### src/rtl/horner_eval_ctrl.sv
// Iterative Horner-rule polynomial evaluator in signed fixed point, one multiplier and one adder.
// It has an internal coefficient register file and a start/ready handshake that arms on release.
module horner_eval_ctrl #(
    parameter int unsigned WIDTH   = 16,
    parameter int unsigned FRAC    = 8,
    parameter int unsigned MAX_DEG = 4,
    parameter int unsigned DW      = $clog2(MAX_DEG + 1)
) (
    input  logic             clk,
    input  logic             rst,
    input  logic             start,
    input  logic [WIDTH-1:0] x_in,
    input  logic [DW-1:0]    deg_in,
    input  logic             coef_we,
    input  logic [DW-1:0]    coef_addr,
    input  logic [WIDTH-1:0] coef_data,
    output logic             ready,
    output logic             busy,
    output logic             done,
    output logic [WIDTH-1:0] y_out,
    output logic             ovf
);

    typedef enum logic [2:0] {StIdle, StArm, StMul, StAdd, StDone} state_e;

    localparam logic [DW-1:0]    MaxDeg = DW'(MAX_DEG);
    localparam logic [WIDTH-1:0] SatMax = {1'b0, {(WIDTH - 1){1'b1}}};
    localparam logic [WIDTH-1:0] SatMin = {1'b1, {(WIDTH - 1){1'b0}}};

    state_e state_q, state_d;
    logic signed [WIDTH-1:0] acc_q, acc_d, tmp_q, tmp_d, x_q, x_d, y_q, y_d;
    logic [DW-1:0]           deg_q, deg_d, idx_q, idx_d;
    logic                    ovf_q, ovf_d;
    logic signed [WIDTH-1:0] coef_q [MAX_DEG+1];

    logic signed [2*WIDTH-1:0] prod, prod_sh;
    logic signed [WIDTH:0]     sum;
    logic signed [WIDTH-1:0]   coef_rd, mul_sat, add_sat;
    logic                      mul_ovf, add_ovf;

    // Product is in range only if the bits above the result sign all equal it.
    always_comb begin
        prod    = acc_q * x_q;
        prod_sh = prod >>> FRAC;
        mul_ovf = ~((&prod_sh[2*WIDTH-1:WIDTH-1]) | ~(|prod_sh[2*WIDTH-1:WIDTH-1]));
        mul_sat = mul_ovf ? (prod_sh[2*WIDTH-1] ? SatMin : SatMax) : prod_sh[WIDTH-1:0];
        coef_rd = coef_q[idx_q];
        sum     = {tmp_q[WIDTH-1], tmp_q} + {coef_rd[WIDTH-1], coef_rd};
        add_ovf = sum[WIDTH] ^ sum[WIDTH-1];
        add_sat = add_ovf ? (sum[WIDTH] ? SatMin : SatMax) : sum[WIDTH-1:0];
    end

    always_comb begin
        state_d = state_q;
        acc_d   = acc_q;
        tmp_d   = tmp_q;
        x_d     = x_q;
        y_d     = y_q;
        deg_d   = deg_q;
        idx_d   = idx_q;
        ovf_d   = ovf_q;
        unique case (state_q)
            StIdle: begin
                if (start) begin
                    x_d     = x_in;
                    deg_d   = (deg_in > MaxDeg) ? MaxDeg : deg_in;
                    ovf_d   = 1'b0;
                    state_d = StArm;
                end
            end
            StArm: begin
                acc_d = coef_q[deg_q];
                idx_d = deg_q;
                if (!start) begin
                    state_d = (deg_q == '0) ? StDone : StMul;
                end
            end
            StMul: begin
                tmp_d   = mul_sat;
                idx_d   = idx_q - 1'b1;
                ovf_d   = ovf_q | mul_ovf;
                state_d = StAdd;
            end
            StAdd: begin
                acc_d   = add_sat;
                ovf_d   = ovf_q | add_ovf;
                state_d = (idx_q == '0) ? StDone : StMul;
            end
            StDone: begin
                y_d     = acc_q;
                state_d = StIdle;
            end
            default: state_d = StIdle;
        endcase
    end

    always_ff @(posedge clk) begin
        if (rst) begin
            state_q <= StIdle;
            acc_q   <= '0;
            tmp_q   <= '0;
            x_q     <= '0;
            y_q     <= '0;
            deg_q   <= '0;
            idx_q   <= '0;
            ovf_q   <= 1'b0;
            for (int i = 0; i <= int'(MAX_DEG); i++) begin
                coef_q[i] <= '0;
            end
        end else begin
            state_q <= state_d;
            acc_q   <= acc_d;
            tmp_q   <= tmp_d;
            x_q     <= x_d;
            y_q     <= y_d;
            deg_q   <= deg_d;
            idx_q   <= idx_d;
            ovf_q   <= ovf_d;
            if (coef_we && state_q == StIdle && coef_addr <= MaxDeg) begin
                coef_q[coef_addr] <= coef_data;
            end
        end
    end

    always_comb begin
        ready = (state_q == StIdle);
        busy  = (state_q == StArm) || (state_q == StMul) || (state_q == StAdd);
        done  = (state_q == StDone);
        y_out = y_q;
        ovf   = ovf_q;
    end

endmodule

### config.mk
export PLATFORM = sky130hd
export DESIGN_NAME = horner_eval_ctrl
export DESIGN_NICKNAME = d
export VERILOG_FILES = /design/src/rtl/horner_eval_ctrl.sv
export SDC_FILE = /design/constraint.sdc
export NUM_CORES = 1
export LEC_CHECK = 0
export BUFFER_PORTS_ARGS = -buffer_cell sky130_fd_sc_hd__buf_2
export CELL_PAD_IN_SITES_DETAIL_PLACEMENT = 1
export CELL_PAD_IN_SITES_GLOBAL_PLACEMENT = 1
export CORE_MARGIN = 2
export CORE_UTILIZATION = 25
export DETAILED_ROUTE_END_ITERATION = 8
export HOLD_SLACK_MARGIN = 0.1
export PLACE_DENSITY_LB_ADDON = 0.08
export REMOVE_ABC_BUFFERS = 1
export SKIP_CTS_REPAIR_TIMING = 1
export SLEW_MARGIN = 30
export SYNTH_ARGS = -nofsm -noshare
export SYNTH_HDL_FRONTEND = slang
export SYNTH_SLANG_ARGS = --single-unit
### constraint.sdc
create_clock -name clk -period 9 [get_ports clk]
set_input_delay 0.9 -clock clk [delete_from_list [all_inputs] [get_ports clk]]
set_output_delay 0.9 -clock clk [all_outputs]
set_load 0.01 [all_outputs]
==> results.json <==
{
  "clkTransAtPathRegs_ns": 0.06,
  "cts_buffer_depth": 3,
  "synth.most_common_cell": "inv_1",
  "antenna_found_initial": 5,
  "finalPower_mw": 2.89,
  "clock_power_share_pct": 39.8,
  "synth_edf_count": 128,
  "ff_latch_area_sq_mm": 0.00546,
  "post-place-cells": 3064,
  "place.gp.congestion": 0.778,
  "ys_ff_latch": 208,
  "switching_share_pct": 32.3,
  "synthArstFlopShare_pct": 0,
  "hp-class": "reg -> reg",
  "critPathLaunchType": "flip-flop",
  "worst_setup_path_end_kind": "flip-flop",
  "rsz0062_at_grt": "no",
  "setup_tns_ns": 0,
  "finalNonFillerCells": 3121,
  "htree_levels": 1,
  "status": "finished, final reports clean",
  "dieArea_sq_mm": 0.0839,
  "cts_tree": "yes",
  "power.switching_mw": 0.933,
  "seqPwrFrac_pct": 39.3,
  "maxCapViolCount": 0,
  "final_cell_area_sq_mm": 0.0231,
  "vias": 14200,
  "vias_per_cell": 4.56,
  "drive_gt1_share_pct": 13.0,
  "grt_max_degree": 45,
  "finalHoldViolations": 0,
  "cpMostUsedCell": "fa_1",
  "post-route-min-period_ns": 7.81,
  "yosysWarnings": 0,
  "ir_drop_v": 0.000158,
  "rows": 104,
  "fin_nets": 2437,
  "routed_wirelength_um": 65700,
  "multiInputGateArea_sq_mm": 0.0136,
  "worst_pin_slew_ns": 0.968,
  "synth.distinct_cells": 81,
  "start_util_pct": 25.3,
  "drcViolationCount": 0,
  "period_share_pct": 86.8,
  "synth_area_leader_cell": "fa_1",
  "critical_path.top_delay_family": "adder cells",
  "critPathMaxStageDelay_ns": 0.87,
  "drt_iter0_drc": 608,
  "yosys_most_used_dff": "edfxtp_1",
  "max_freq_mhz": 128,
  "p_int_mw": 1.96,
  "clock-sinks": 208,
  "worstPathCellList": "nand2_1 > inv_1 > fa_1 > inv_1 > fa_1 > inv_1 > fa_1 > fa_1 > fa_1 > inv_1 > fa_1 > inv_1 > ha_1 > a21oi_2 > o21ai_1 > a311oi_1 > a32o_1 > a41oi_1 > o211a_1 > or4_4 > o32a_4 > a22o_1",
  "firstDrtPassIters": 6,
  "drv_slew": 0,
  "finalSetupViolCount": 0,
  "ant_nets": 0,
  "hpwl_um": 50200,
  "die_w_um": 290,
  "cp_max_fo": 18,
  "crit_arrival_ns": 8.30,
  "p_leak_nw": 10.1,
  "synth_common_cells": "304 x inv_1, 262 x fa_1, 231 x nand2_1",
  "syn-instance-count": 1956,
  "fin_skew_ns": 0.0317,
  "grt_usage_pct": 16.4,
  "die_y_um": 290,
  "syn-cell-area_sq_mm": 0.0204,
  "grt-ovfl-total": 0,
  "cp.required_ns": 9.49,
  "numCtsBuffers": 30,
  "worstSetupPathType": "reg -> reg",
  "syn_area_per_cell_sq_um": 10.4,
  "io_buffer_count": 61,
  "ys_top_cells_by_area": "fa_1 26%, edfxtp_1 19%, dfxtp_1 7.9%",
  "core_sq_mm": 0.0807,
  "cts-root-buf": "clkbuf_16",
  "synth_top_area_share_pct": 25.7,
  "crit_slowest_cell": "dfxtp_1",
  "dpl_cell_area_sq_mm": 0.0221,
  "clk_latency_ns": 0.63,
  "slew_headroom_pct": 35.4,
  "area_delta_synth_final_pct": 13.1,
  "num_io_pins": 62,
  "wl_per_cell_um": 21.1,
  "combinationalPowerShare_pct": 20.9,
  "grt_pass1_wl_um": 103000,
  "final_util_pct": 28.6,
  "fillers": 9148,
  "ys_seq_area_share_pct": 26.7,
  "grt_pass1_vias": 16400,
  "path_buf_inv": 5,
  "cellPowerDensity_mw_per_mm2": 125
}
-- cells in the final DEF (no fill, tap or decap), types with 15 or more instances in the layout --
cell type,n
ha_1,97
and2_1,182
mux4_2,64
buf_2,60
nor2_1,70
conb_1,48
mux2_2,15
a21oi_1,79
dfxtp_1,72
buf_4,39
nand2_1,231
o21ai_0,31
fa_1,262
edfxtp_1,128
and3_1,24
clkbuf_16,30
inv_1,304
nor2b_1,22
xnor2_1,28
-- power groups by stage --
stage	Combinational, mW	Sequential [mW]	Clock (mW)
after floorplan	0.385	1.13	0
after global placement	0.615	1.15	0
after detailed placement	0.610	1.16	0
after CTS	0.624	1.14	1.20
after global routing	0.683	1.14	1.23
final	0.605	1.14	1.15
-- path summary, 6_finish.rpt --
check | from | to | slack, ns | cells after the start
hold / removal | y_out[5]$_SDFFE_PP0P_ | y_out[5]$_SDFFE_PP0P_ | 0.45 | 2
setup reg to reg | acc_q[15]$_SDFFE_PP0P_ | ovf$_SDFFE_PP0P_ | 1.19 | 22
hold reg to reg | y_out[5]$_SDFFE_PP0P_ | y_out[5]$_SDFFE_PP0P_ | 0.45 | 2
setup / recovery | acc_q[15]$_SDFFE_PP0P_ | ovf$_SDFFE_PP0P_ | 1.19 | 22
-- area by class of cell --
class | count | area share (%)
diodes | 1 | 0.0109
clock buffers | 40 | 3.46
clock inverters | 16 | 0.635
inverters | 305 | 4.97
multi-input cells | 1392 | 58.9
flip-flops and latches | 208 | 23.7
well taps | 1060 | 5.75
repair buffers | 99 | 2.57
-- flip-flops by register name (all words and copies together) (netlist names), named ones only --
signal and cells:
coef_q 128, state_q 3, idx_q 3, y_out 16, ovf 1, x_q 16, tmp_q 16, acc_q 16
deg_q 3
-- kinds of logic after synthesis --
logic type	synth area share, %
AOI/OAI and AO/OA	8.70
xor gates and xnor gates	1.80
adders and majority gates	31.8
buffers and inverters	7.53
DFF	26.7
muxes	8.19
other	0.0184
and+or+nand+nor	15.3
-- per-layer routing --
layer	GRT usage [%]	share of wire, %
met5	0	0.011
met3	1.73	2.4
met1	21.8	46
met2	28.6	49
met4	3.82	2.6
-- worst reg2reg max path, cell delays in order, from the launching register on --
cell	delay (ns)
dfxtp_1	0.87
nand2_1	0.23
inv_1	0.19
fa_1	0.54
inv_1	0.14
fa_1	0.39
inv_1	0.33
fa_1	0.52
fa_1	0.51
fa_1	0.51
inv_1	0.06
fa_1	0.47
inv_1	0.05
ha_1	0.38
a21oi_2	0.22
o21ai_1	0.12
a311oi_1	0.53
a32o_1	0.21
a41oi_1	0.05
o211a_1	0.18
or4_4	0.45
o32a_4	0.50
a22o_1	0.25
-- metrics by stage --
step           worst slack, ns  hold slack [ns]
2_1_floorplan             1.89            0.435
3_3_place_gp              1.09            0.438
3_5_place_dp              1.19            0.445
4_1_cts                   1.14            0.453
5_1_grt                  0.740            0.480
6_report                  1.19            0.453
Power figures use the tool's default switching activity.
